`src/rtl/monitor_bus_arbiter.sv`:
```
// monitor_bus_arbiter
// Lets the SPI monitor become 68000 bus master. The block runs the BR/BG/BGACK
// handshake against the CPU and grants the bus to the monitor. It also bounds
// how long the monitor waits for a grant and how long it may keep the bus.
module monitor_bus_arbiter #(
  parameter int SYNC_STAGES = 2,     // synchroniser depth for AS/BG/BGACK (>=2)
  parameter int BG_TIMEOUT  = 1024,  // max cycles in REQUEST+WAIT_FREE
  parameter int MAX_TENURE  = 4096,  // max cycles of ownership per grant
  parameter int COOLDOWN    = 16,    // dead time after release (>=1)
  parameter int CNT_W       = 13     // must hold the largest of the limits above
) (
  input  logic       MCLK_IN,
  input  logic       RESET_IN,
  input  logic       RUN_IN,
  input  logic       DMA_REQ_IN,
  input  logic       AS_IN,
  input  logic       BG_IN,
  input  logic       BGACK_IN,
  output logic       BR,
  output logic       BGACK,
  output logic       DMA_GRANT,
  output logic       DMA_TIMEOUT,
  output logic       DMA_EXPIRED,
  output logic [2:0] STATE
);

  typedef enum logic [2:0] {
    S_IDLE      = 3'd0,
    S_REQUEST   = 3'd1,
    S_WAIT_FREE = 3'd2,
    S_OWN       = 3'd3,
    S_RELEASE   = 3'd4,
    S_COOLDOWN  = 3'd5
  } state_t;

  // Terminal counts. Every compare is an equality test against the last
  // allowed count, so the counter always leaves its state before it could wrap.
  localparam logic [CNT_W-1:0] BG_LIMIT     = CNT_W'(BG_TIMEOUT - 1);
  localparam logic [CNT_W-1:0] TENURE_LIMIT = CNT_W'(MAX_TENURE - 1);
  localparam logic [CNT_W-1:0] COOL_LIMIT   = CNT_W'(COOLDOWN - 1);
  localparam logic [CNT_W-1:0] CNT_ONE      = CNT_W'(1);

  // Reset and a CPU that is not running have the same effect: everything
  // returns to IDLE and the synchronisers are flushed.
  logic abort;
  assign abort = RESET_IN || !RUN_IN;

  logic [SYNC_STAGES-1:0] as_sync_reg;
  logic [SYNC_STAGES-1:0] bg_sync_reg;
  logic [SYNC_STAGES-1:0] bgack_sync_reg;
  logic                   as_s;
  logic                   bg_s;
  logic                   bgack_s;

  state_t           state_reg;
  state_t           state_next;
  logic [CNT_W-1:0] cnt_reg;
  logic [CNT_W-1:0] cnt_next;
  logic             timeout_next;
  logic             expired_next;

  logic br_reg;
  logic bgack_reg;
  logic grant_reg;
  logic timeout_reg;
  logic expired_reg;

  // Shift the asynchronous CPU bus signals through the synchroniser chains.
  always_ff @(posedge MCLK_IN) begin
    if (abort) begin
      as_sync_reg    <= '0;
      bg_sync_reg    <= '0;
      bgack_sync_reg <= '0;
    end else begin
      as_sync_reg    <= {as_sync_reg[SYNC_STAGES-2:0], AS_IN};
      bg_sync_reg    <= {bg_sync_reg[SYNC_STAGES-2:0], BG_IN};
      bgack_sync_reg <= {bgack_sync_reg[SYNC_STAGES-2:0], BGACK_IN};
    end
  end

  assign as_s    = as_sync_reg[SYNC_STAGES-1];
  assign bg_s    = bg_sync_reg[SYNC_STAGES-1];
  assign bgack_s = bgack_sync_reg[SYNC_STAGES-1];

  // Next-state, counter and pulse decisions for the handshake.
  always_comb begin
    state_next   = state_reg;
    cnt_next     = cnt_reg;
    timeout_next = 1'b0;
    expired_next = 1'b0;
    case (state_reg)
      S_IDLE: begin
        cnt_next = '0;
        if (DMA_REQ_IN) begin
          state_next = S_REQUEST;
        end
      end
      S_REQUEST, S_WAIT_FREE: begin
        // The grant-wait budget spans both states, so the counter is not
        // restarted when BG arrives.
        cnt_next = cnt_reg + CNT_ONE;
        if (!DMA_REQ_IN) begin
          // Withdrawn before the bus was ever ours: no cooldown needed.
          state_next = S_IDLE;
          cnt_next   = '0;
        end else if (cnt_reg == BG_LIMIT) begin
          // Timeout outranks a grant or a free bus seen in the same cycle.
          state_next   = S_COOLDOWN;
          cnt_next     = '0;
          timeout_next = 1'b1;
        end else if (state_reg == S_REQUEST) begin
          if (bg_s) begin
            state_next = S_WAIT_FREE;
          end
        end else if (!as_s && !bgack_s) begin
          // Current cycle finished and no other master holds the bus.
          state_next = S_OWN;
          cnt_next   = '0;
        end
      end
      S_OWN: begin
        cnt_next = cnt_reg + CNT_ONE;
        if (!DMA_REQ_IN) begin
          state_next = S_RELEASE;
        end else if (cnt_reg == TENURE_LIMIT) begin
          state_next   = S_RELEASE;
          expired_next = 1'b1;
        end
      end
      S_RELEASE: begin
        // One cycle with BGACK still held lets the monitor drivers float
        // before the CPU takes the bus back.
        state_next = S_COOLDOWN;
        cnt_next   = '0;
      end
      S_COOLDOWN: begin
        cnt_next = cnt_reg + CNT_ONE;
        if (cnt_reg == COOL_LIMIT) begin
          state_next = S_IDLE;
          cnt_next   = '0;
        end
      end
      default: begin
        state_next = S_IDLE;
        cnt_next   = '0;
      end
    endcase
  end

  // State register with Moore outputs registered from the next state, so
  // they change on the same edge as STATE.
  always_ff @(posedge MCLK_IN) begin
    if (abort) begin
      state_reg   <= S_IDLE;
      cnt_reg     <= '0;
      br_reg      <= 1'b0;
      bgack_reg   <= 1'b0;
      grant_reg   <= 1'b0;
      timeout_reg <= 1'b0;
      expired_reg <= 1'b0;
    end else begin
      state_reg   <= state_next;
      cnt_reg     <= cnt_next;
      br_reg      <= (state_next == S_REQUEST) || (state_next == S_WAIT_FREE);
      bgack_reg   <= (state_next == S_OWN) || (state_next == S_RELEASE);
      grant_reg   <= (state_next == S_OWN);
      timeout_reg <= timeout_next;
      expired_reg <= expired_next;
    end
  end

  assign BR          = br_reg;
  assign BGACK       = bgack_reg;
  assign DMA_GRANT   = grant_reg;
  assign DMA_TIMEOUT = timeout_reg;
  assign DMA_EXPIRED = expired_reg;
  assign STATE       = state_reg;

endmodule

```
`config.mk`:
```
export PLATFORM = sky130hd
export DESIGN_NAME = monitor_bus_arbiter
export DESIGN_NICKNAME = d
export VERILOG_FILES = /design/src/rtl/monitor_bus_arbiter.sv
export SDC_FILE = /design/constraint.sdc
export NUM_CORES = 1
export LEC_CHECK = 0
export BUFFER_PORTS_ARGS = -buffer_cell sky130_fd_sc_hd__buf_2
export CORE_ASPECT_RATIO = 0.8
export CORE_MARGIN = 2
export CORE_UTILIZATION = 30
export DETAILED_ROUTE_END_ITERATION = 7
export PLACE_DENSITY = 0.46
export SETUP_SLACK_MARGIN = 0.3
export SYNTH_ARGS = -nofsm -noshare
export SYNTH_HDL_FRONTEND = slang
export SYNTH_SLANG_ARGS = --single-unit
```
`constraint.sdc`:
```
create_clock -name MCLK_IN -period 2.05 [get_ports MCLK_IN]
set_clock_uncertainty 0.15 [all_clocks]
set_input_delay 0.1025 -clock MCLK_IN [delete_from_list [all_inputs] [get_ports MCLK_IN]]
set_output_delay 0.1025 -clock MCLK_IN [all_outputs]
set_load 0.02 [all_outputs]
```
==> results of run 1 <==
timing repair:
item | CTS | global route
endpoints found under the setup margin | 20 | 20
gates cloned | 0 | 1
hold endpoints to repair | 3 | 0
gates resized for setup | 10 | 20
pin swaps | 2 | 6
buffers inserted | 7 | 4
hold buffers | 3 | 0
Yosys cell counts, types with 2 or more instances:
library cell and count:
nor3_1 14, nand4_1 3, nand3_1 5, inv_1 3, a211oi_1 2, nor2b_1 2
xor2_1 7, nor2_1 9, xnor2_1 4, buf_2 3, nand2b_1 3, nor3b_1 3
and2_1 7, and3_1 2, a21oi_1 4, o21ai_0 2, dfxtp_1 27, nand2_1 5
worst paths after layout:
kind	start	end	cells after the start
worst min-delay path	DMA_REQ_IN	BGACK	4
worst max register to register	cnt_reg[1]	cnt_reg[3]	8
worst min register to register	bgack_sync_reg[0]	bgack_sync_reg[1]	1
worst max-delay path	cnt_reg[1]	cnt_reg[3]	8
area by class of cell:
cell class | count | area, µm² | share of cell area [%]
Sequential cell | 27 | 563 | 31.2
Multi-Input combinational cell | 99 | 843 | 46.7
Clock buffer | 3 | 41.3 | 2.29
Timing Repair Buffer | 33 | 270 | 15.0
Clock inverter | 1 | 5.00 | 0.277
Tap cell | 57 | 71.3 | 3.95
Inverter | 3 | 11.3 | 0.624
cell families (layout without fill, tap and decap cells):
group | Yosys count | after routing | share of synthesized area [%]
fa+ha+maj | 1 | 1 | 0.980
buf+inv | 7 | 40 | 2.94
xor+xnor | 11 | 11 | 7.55
flops | 27 | 27 | 42.4
simple gates | 66 | 66 | 33.1
compound gates | 21 | 21 | 13.0
worst register-to-register path: cells and delay by family, from the launching register on:
family | cells | cell delay [ns]
and+or+nand+nor | 3 | 0.48
buffers and inverters | 2 | 0.35
AOI/OAI and AO/OA | 2 | 0.31
adders and majority gates | 1 | 0.16
DFF | 1 | 0.37
power by group through the flow:
stage / sequential, mW / combinational (mW) / clock, mW
finish: 0.531 / 0.0662 / 0.301
global route: 0.532 / 0.0730 / 0.341
CTS: 0.533 / 0.0569 / 0.312
detailed placement: 0.547 / 0.0507 / 0
global placement: 0.547 / 0.0507 / 0
floorplan: 0.547 / 0.0329 / 0
layer usage:
metal,wire (µm),global-route usage (%)
met4,41,2.95
met1,1470,17.3
met3,139,3.63
met5,0,0
met2,1360,19.3
==> results.txt, run 1 <==
----------------------------------------------------
[Outcome]
  Run status ... complete, no violations

[Finish]
  Count of filler cells inserted in the layout ... approximately 420
  Area growth syn-to-layout ... 41.5%
  Commonest non-fill, non-tap cells in the layout ... dfxtp_1 (15), buf_2 (14), nor3_1 (11), buf_4 (11), dfxtp_2 (9)
  Most frequent standard cell in the layout excluding fill and tap cells ... dfxtp_1
  Flip-flop count of the largest register, all copies and words added ... 13
  Number of antenna diodes ... 0
  Final net count ... about 180
  Area of all placed cells without fillers ... 0.00181 mm²
  Post-route non-filler standard cell count ... around 220
  Ratio of cells with drive above 1 in the final layout ... around 45%
  Final core utilization ... 43.8%

[Power]
  Final Power ... roughly 0.90 mW
  Sw Share ... a little under a quarter
  Worst IR drop on VDD ... roughly 0.39 mV
  Cell internal pwr ... slightly below 0.7 mW
  Relative contribution of sequential cells to total power ... between 50% and 60%
  Proportion of power drawn by combinational gates ... ~7.4%
  Leakage ... 0.630 nW
  Net Switching ... just over 0.2 mW
  Clock network fraction of total power ... roughly 34%
  PwrDens ... 498 mW/mm²

[Floorplanning]
  Standard-cell rows ... 21
  Initial core utilization ... approximately 31%
  Die area ... between 0.004 and 0.005 mm²
  # IOs ... 15
  Die Width ... approximately 77 µm
  Vertical die dimension ... between 60 and 70 µm
  Core area ... 0.00413 mm²

[Drt]
  Via total after detailed routing ... between 1k and 1.5k
  Final routed wire length divided by cell count ... 13.5 µm
  Post-detailed-route count of antenna-violating nets ... 0
  Via density per instance ... roughly 4.8
  Drc violations ... 0
  Iteration count of the initial detailed-routing pass ... 4
  Wire length reported by the detailed router ... between 3000 and 4000 µm
  Violation count after the first detailed-route iteration ... 73

[Setup path]
  CP top delay family ... simple AND/OR/NAND/NOR gates
  Cells traversed along the worst timing path ... ha_4, nand4_4, nor4_4, buf_6, o211ai_4, a21oi_4, clkbuf_16, nor3_1
  Critical setup path kind ... register to register
  Max Fanout on Critical Path ... 6
  Slack of the worst reg-to-reg path ... approximately 0.13 ns
  Required arrival time at the worst endpoint ... between 2 and 2.5 ns
  Number of buffer and inverter stages on the critical path ... 2
  Arrival time reported for the critical path endpoint ... about 1.9 ns
  Slowest cell on crit path ... dfxtp_4
  Sort of element at the start of the critical path ... register
  Biggest cell delay along the critical path ... between 0.3 and 0.4 ns
  Crit end category ... register

[Yosys]
  Most area-hungry cell type in the Yosys netlist ... dfxtp_1
  Syn avg cell area ... between 9 and 10 µm²
  Share of synthesized area occupied by flip-flops and latches ... 42.4%
  Synthesis warning total ... 0
  Number of enable flip-flop cells after synthesis ... 0
  Post-synthesis instance total ... roughly 130
  Most used DFF post-synth ... dfxtp_1
  Mapped cell area ... between 0.001 and 0.0015 mm²
  Number of distinct library cell variants in the gate-level netlist after synthesis ... 46
  Flop and latch count out of synthesis ... 27
  Share of the synthesized area in the top cell type ... 42.4%
  Async set-or-reset flop fraction in the synthesized netlist ... 0%
  Top area cells in the synthesized netlist ... dfxtp_1 (42%), nor3_1 (5.5%), xor2_1 (4.8%)
  Synthesized net count ... between 100 and 150

[GRT]
  Overall overflow remaining after global route ... 0
  Maximum number of pins on one net before global-route repair ... 16
  Total Routing Usage GR ... about an eighth
  Initial antenna violation count ... 0
  Number of global-route vias before repair ... between 1k and 1.5k
  Wire length of the first global-routing pass ... 4950 µm

[Clock tree]
  Number of H-tree levels ... 1
  Clock-pin slew of the registers on the worst-case setup and hold paths ... about 0.090 ns
  Total number of clock tree sinks ... 27
  Clock tree from TritonCTS ... yes
  Cts bufs inserted ... 3
  Buffer cell driving the clock tree root ... clkbuf_8
  Clock Path Buffers ... 2
  Clock latency on the worst-skew pair ... approximately 0.27 ns

[Place]
  Gpl congestion ... ~0.80
  Port bufs ... 14
  Total placed instance area ... roughly 0.0015 mm²
  Post-Place Worst Slack ... between 0.06 and 0.07 ns
  DP Cell Count ... between 200 and 250
  Detailed placer's ending HPWL ... around 2000 µm

[Timing]
  Hold slack ... 0.0616 ns
  Summed negative setup slack over all endpoints ... 0 ns
  Highest clock frequency the design can meet ... 522 MHz
  Final hold violations ... 0
  Period utilization ... 93.4%
  Unrepaired setup endpoints after global routing ... true
  Final setup violating endpoints ... 0
  Final number of max-transition violations ... 0
  Setup ws final ... between 0.1 and 0.15 ns
  Rel. slew slack ... 71.0%
  Tmin final ... approximately 1.9 ns
  Worst-margin pin slew ... ~0.43 ns

[Job]
  Maxcap violations ... 0

[Worst hold path]
  Worst Hold Class ... primary input to register

----------------------------------------------------
Power figures use the tool's default switching activity.
==> run 2: changes to the inputs <==
--- a/config.mk
+++ b/config.mk
@@ -8,10 +8,11 @@
 export BUFFER_PORTS_ARGS = -buffer_cell sky130_fd_sc_hd__buf_2
 export CORE_ASPECT_RATIO = 0.8
 export CORE_MARGIN = 2
-export CORE_UTILIZATION = 30
+export CORE_UTILIZATION = 50
 export DETAILED_ROUTE_END_ITERATION = 7
-export PLACE_DENSITY = 0.46
+export PLACE_DENSITY = 0.73
 export SETUP_SLACK_MARGIN = 0.3
 export SYNTH_ARGS = -nofsm -noshare
 export SYNTH_HDL_FRONTEND = slang
 export SYNTH_SLANG_ARGS = --single-unit
+export TNS_END_PERCENT = 50
==> run 2 against run 1 <==
  * Critical path depth shrank 1
  * Clock power fell by 27%
  * Setup slack got worse by 0.042 ns
  * Core utilization increased by 19 points
  * Critical path type unchanged
==> results.txt, run 2 (synthesis results as in run 1) <==
----------------------------------------------------
[Power]
  Worst IR drop on VDD ... 0.482 mV (+25%)
  Final Power ... 0.812 mW (-9.6%)
  Leakage ... 0.544 nW (-14%)
  PwrDens ... 526 mW/mm² (+5.7%)

[Floorplanning]
  # IOs ... 15 (unchanged)
  Initial core utilization ... 52.3% (+21 points)
  Die Width ... 60.5 µm (-21%)
  Standard-cell rows ... 16 (-24%)
  Core area ... 0.00244 mm² (-41%)
  Die area ... 0.00298 mm² (-38%)
  Vertical die dimension ... 49.2 µm (-21%)

[Timing]
  Unrepaired setup endpoints after global routing ... true
  Hold slack ... 0.0192 ns (-0.0424 ns)
  Worst-margin pin slew ... 0.466 ns (+0.0334 ns)
  Tmin final ... 1.96 ns (+0.0417 ns)
  Final setup violating endpoints ... 0 (unchanged)
  Final hold violations ... 0 (unchanged)
  Setup ws final ... 0.0932 ns (-0.0417 ns)
  Period utilization ... 95.5% (+2.0 points)
  Highest clock frequency the design can meet ... 511 MHz (-2.1%)
  Final number of max-transition violations ... 0 (unchanged)
  Rel. slew slack ... 68.8% (-2.1 points)

[Finish]
  Most frequent standard cell in the layout excluding fill and tap cells ... dfxtp_1
  Ratio of cells with drive above 1 in the final layout ... 31.2% (-13 points)
  Area of all placed cells without fillers ... 0.00154 mm² (-15%)
  Commonest non-fill, non-tap cells in the layout ... dfxtp_1 (20), nor3_1 (14), buf_2 (14), nor2_1 (8)
  Area growth syn-to-layout ... 20.9%
  Number of antenna diodes ... 0 (unchanged)
  Multi-input combinational cell area ... 743 µm² (-12%)
  Register Area ... 549 µm² (-2.4%)
  Final core utilization ... 63.2% (+19 points)
  Flip-flop count of the largest register, all copies and words added ... 13 (unchanged)
  Final net count ... 166 (-5.1%)
  Count of filler cells inserted in the layout ... 224 (-47%)

[Worst hold path]
  Worst Hold Class ... primary input to register

[Drt]
  Via total after detailed routing ... 1056 (-0.56%)
  Iteration count of the initial detailed-routing pass ... 4 (unchanged)
  Wire length reported by the detailed router ... 2630 µm (-13%)
  Violation count after the first detailed-route iteration ... 28 (-62%)
  Final routed wire length divided by cell count ... 13.6 µm (+0.79%)
  Via density per instance ... 5.47 (+15%)
  Drc violations ... 0 (unchanged)
  Post-detailed-route count of antenna-violating nets ... 0 (unchanged)

[Place]
  Total placed instance area ... 0.00145 mm² (-1.9%)
  Gpl congestion ... 0.838 (+4.9%)
  Detailed placer's ending HPWL ... 1860 µm (-5.0%)
  Port bufs ... 14 (unchanged)
  Post-Place Worst Slack ... 0.0918 ns (+0.0268 ns)

[Clock tree]
  Total number of clock tree sinks ... 27 (unchanged)
  Number of H-tree levels ... 1 (unchanged)
  Clock latency on the worst-skew pair ... 0.32 ns (+0.05 ns)
  Clock-pin slew of the registers on the worst-case setup and hold paths ... 0.13 ns (+0.04 ns)
  Clock tree from TritonCTS ... yes
  Clock Path Buffers ... 2 (unchanged)
  Buffer cell driving the clock tree root ... clkbuf_4
  Cts bufs inserted ... 3 (unchanged)

[Setup path]
  Sort of element at the start of the critical path ... register
  Critical path endpoint ... cnt_reg[1]
  Crit end category ... register
  Critical setup path kind ... register to register
  Launching element of the worst setup path ... cnt_reg[11]
  Worst r2r src ... cnt_reg[11]
  Register-to-Register Path Depth ... 7 (-1)
  Arrival time reported for the critical path endpoint ... 2.02 ns (+0.08 ns)
  Max Fanout on Critical Path ... 13 (+7)
  Worst reg2reg endpoint ... cnt_reg[1]
  Required arrival time at the worst endpoint ... 2.12 ns (+0.05 ns)
  Slack of the worst reg-to-reg path ... 0.09 ns (-0.04 ns)

[GRT]
  Overall overflow remaining after global route ... 0 (unchanged)
  Maximum number of pins on one net before global-route repair ... 15 (-1)
  Total Routing Usage GR ... 20.5% (+7.9 points)
  Wire length of the first global-routing pass ... 4560 µm (-7.8%)
  Number of global-route vias before repair ... 998 (-5.3%)
  Initial antenna violation count ... 0 (unchanged)

[Job]
  Maxcap violations ... 0 (unchanged)

[Outcome]
  Run status ... complete, no violations

----------------------------------------------------
[run 2: changes by cell type in the layout (fill, tap and decap cells not counted), moves of 2 or more]
cell,before,now
dfxtp_4,3,0
buf_4,11,5
dfxtp_2,9,7
nor3_1,11,14
buf_6,2,0
clkbuf_4,0,3
dfxtp_1,15,20
clkbuf_8,3,0
nor3_2,4,1
[run 2: stage by stage]
step | setup TNS, ns | cells
after floorplan | 0 | 133
after global placement | 0 | 183
after detailed placement | 0 | 183
after CTS | 0 | 193
after global routing | -0.0113 | 193
final | 0 | 193
[run 2: worst min-delay path by stage]
stage,from,end,slack [ns],depth (start not counted)
5_1_grt,DMA_REQ_IN,BGACK,0.01,4
4_1_cts,DMA_REQ_IN,BGACK,0.004,4
3_5_place_dp,BGACK_IN,bgack_sync_reg[0],0.16,2
6_report,DMA_REQ_IN,BGACK,0.02,4
3_3_place_gp,BGACK_IN,bgack_sync_reg[0],0.15,2
2_1_floorplan,AS_IN,as_sync_reg[0],0.07,1
[run 2: report_power, final]
group          switching, mW  internal [mW]
sequential           0.00465          0.531
combinational         0.0287         0.0270
clock                  0.145         0.0761
[run 2: critical path, stage by stage (launching register included)]
cell and delay [ns]:
dfxtp_2 0.36, or3_4 0.41, nor4_4 0.27, buf_4 0.19, o211ai_2 0.08, a21oi_2 0.18
buf_12 0.15, nor3b_1 0.05
[run 2: area by class of cell]
class | count | share of cell area [%]
multi-input cells | 99 | 48.2
well taps | 36 | 2.92
inverters | 3 | 0.730
clock buffers | 4 | 1.70
flip-flops and latches | 27 | 35.6
repair buffers | 24 | 10.9
[run 2: repair_timing]
action,CTS,global route
endpoints found under the hold margin,5,0
pin swaps,2,0
endpoints found under the setup margin,20,20
hold buffers,4,0
setup buffers,2,0
resized for setup,5,0
[run 2: per-layer routing]
layer | share of wire [%] | track usage, %
met5 | 0 | 0
met4 | 0.46 | 3.99
met3 | 4.8 | 5.84
met2 | 46 | 31.7
met1 | 49 | 28.6
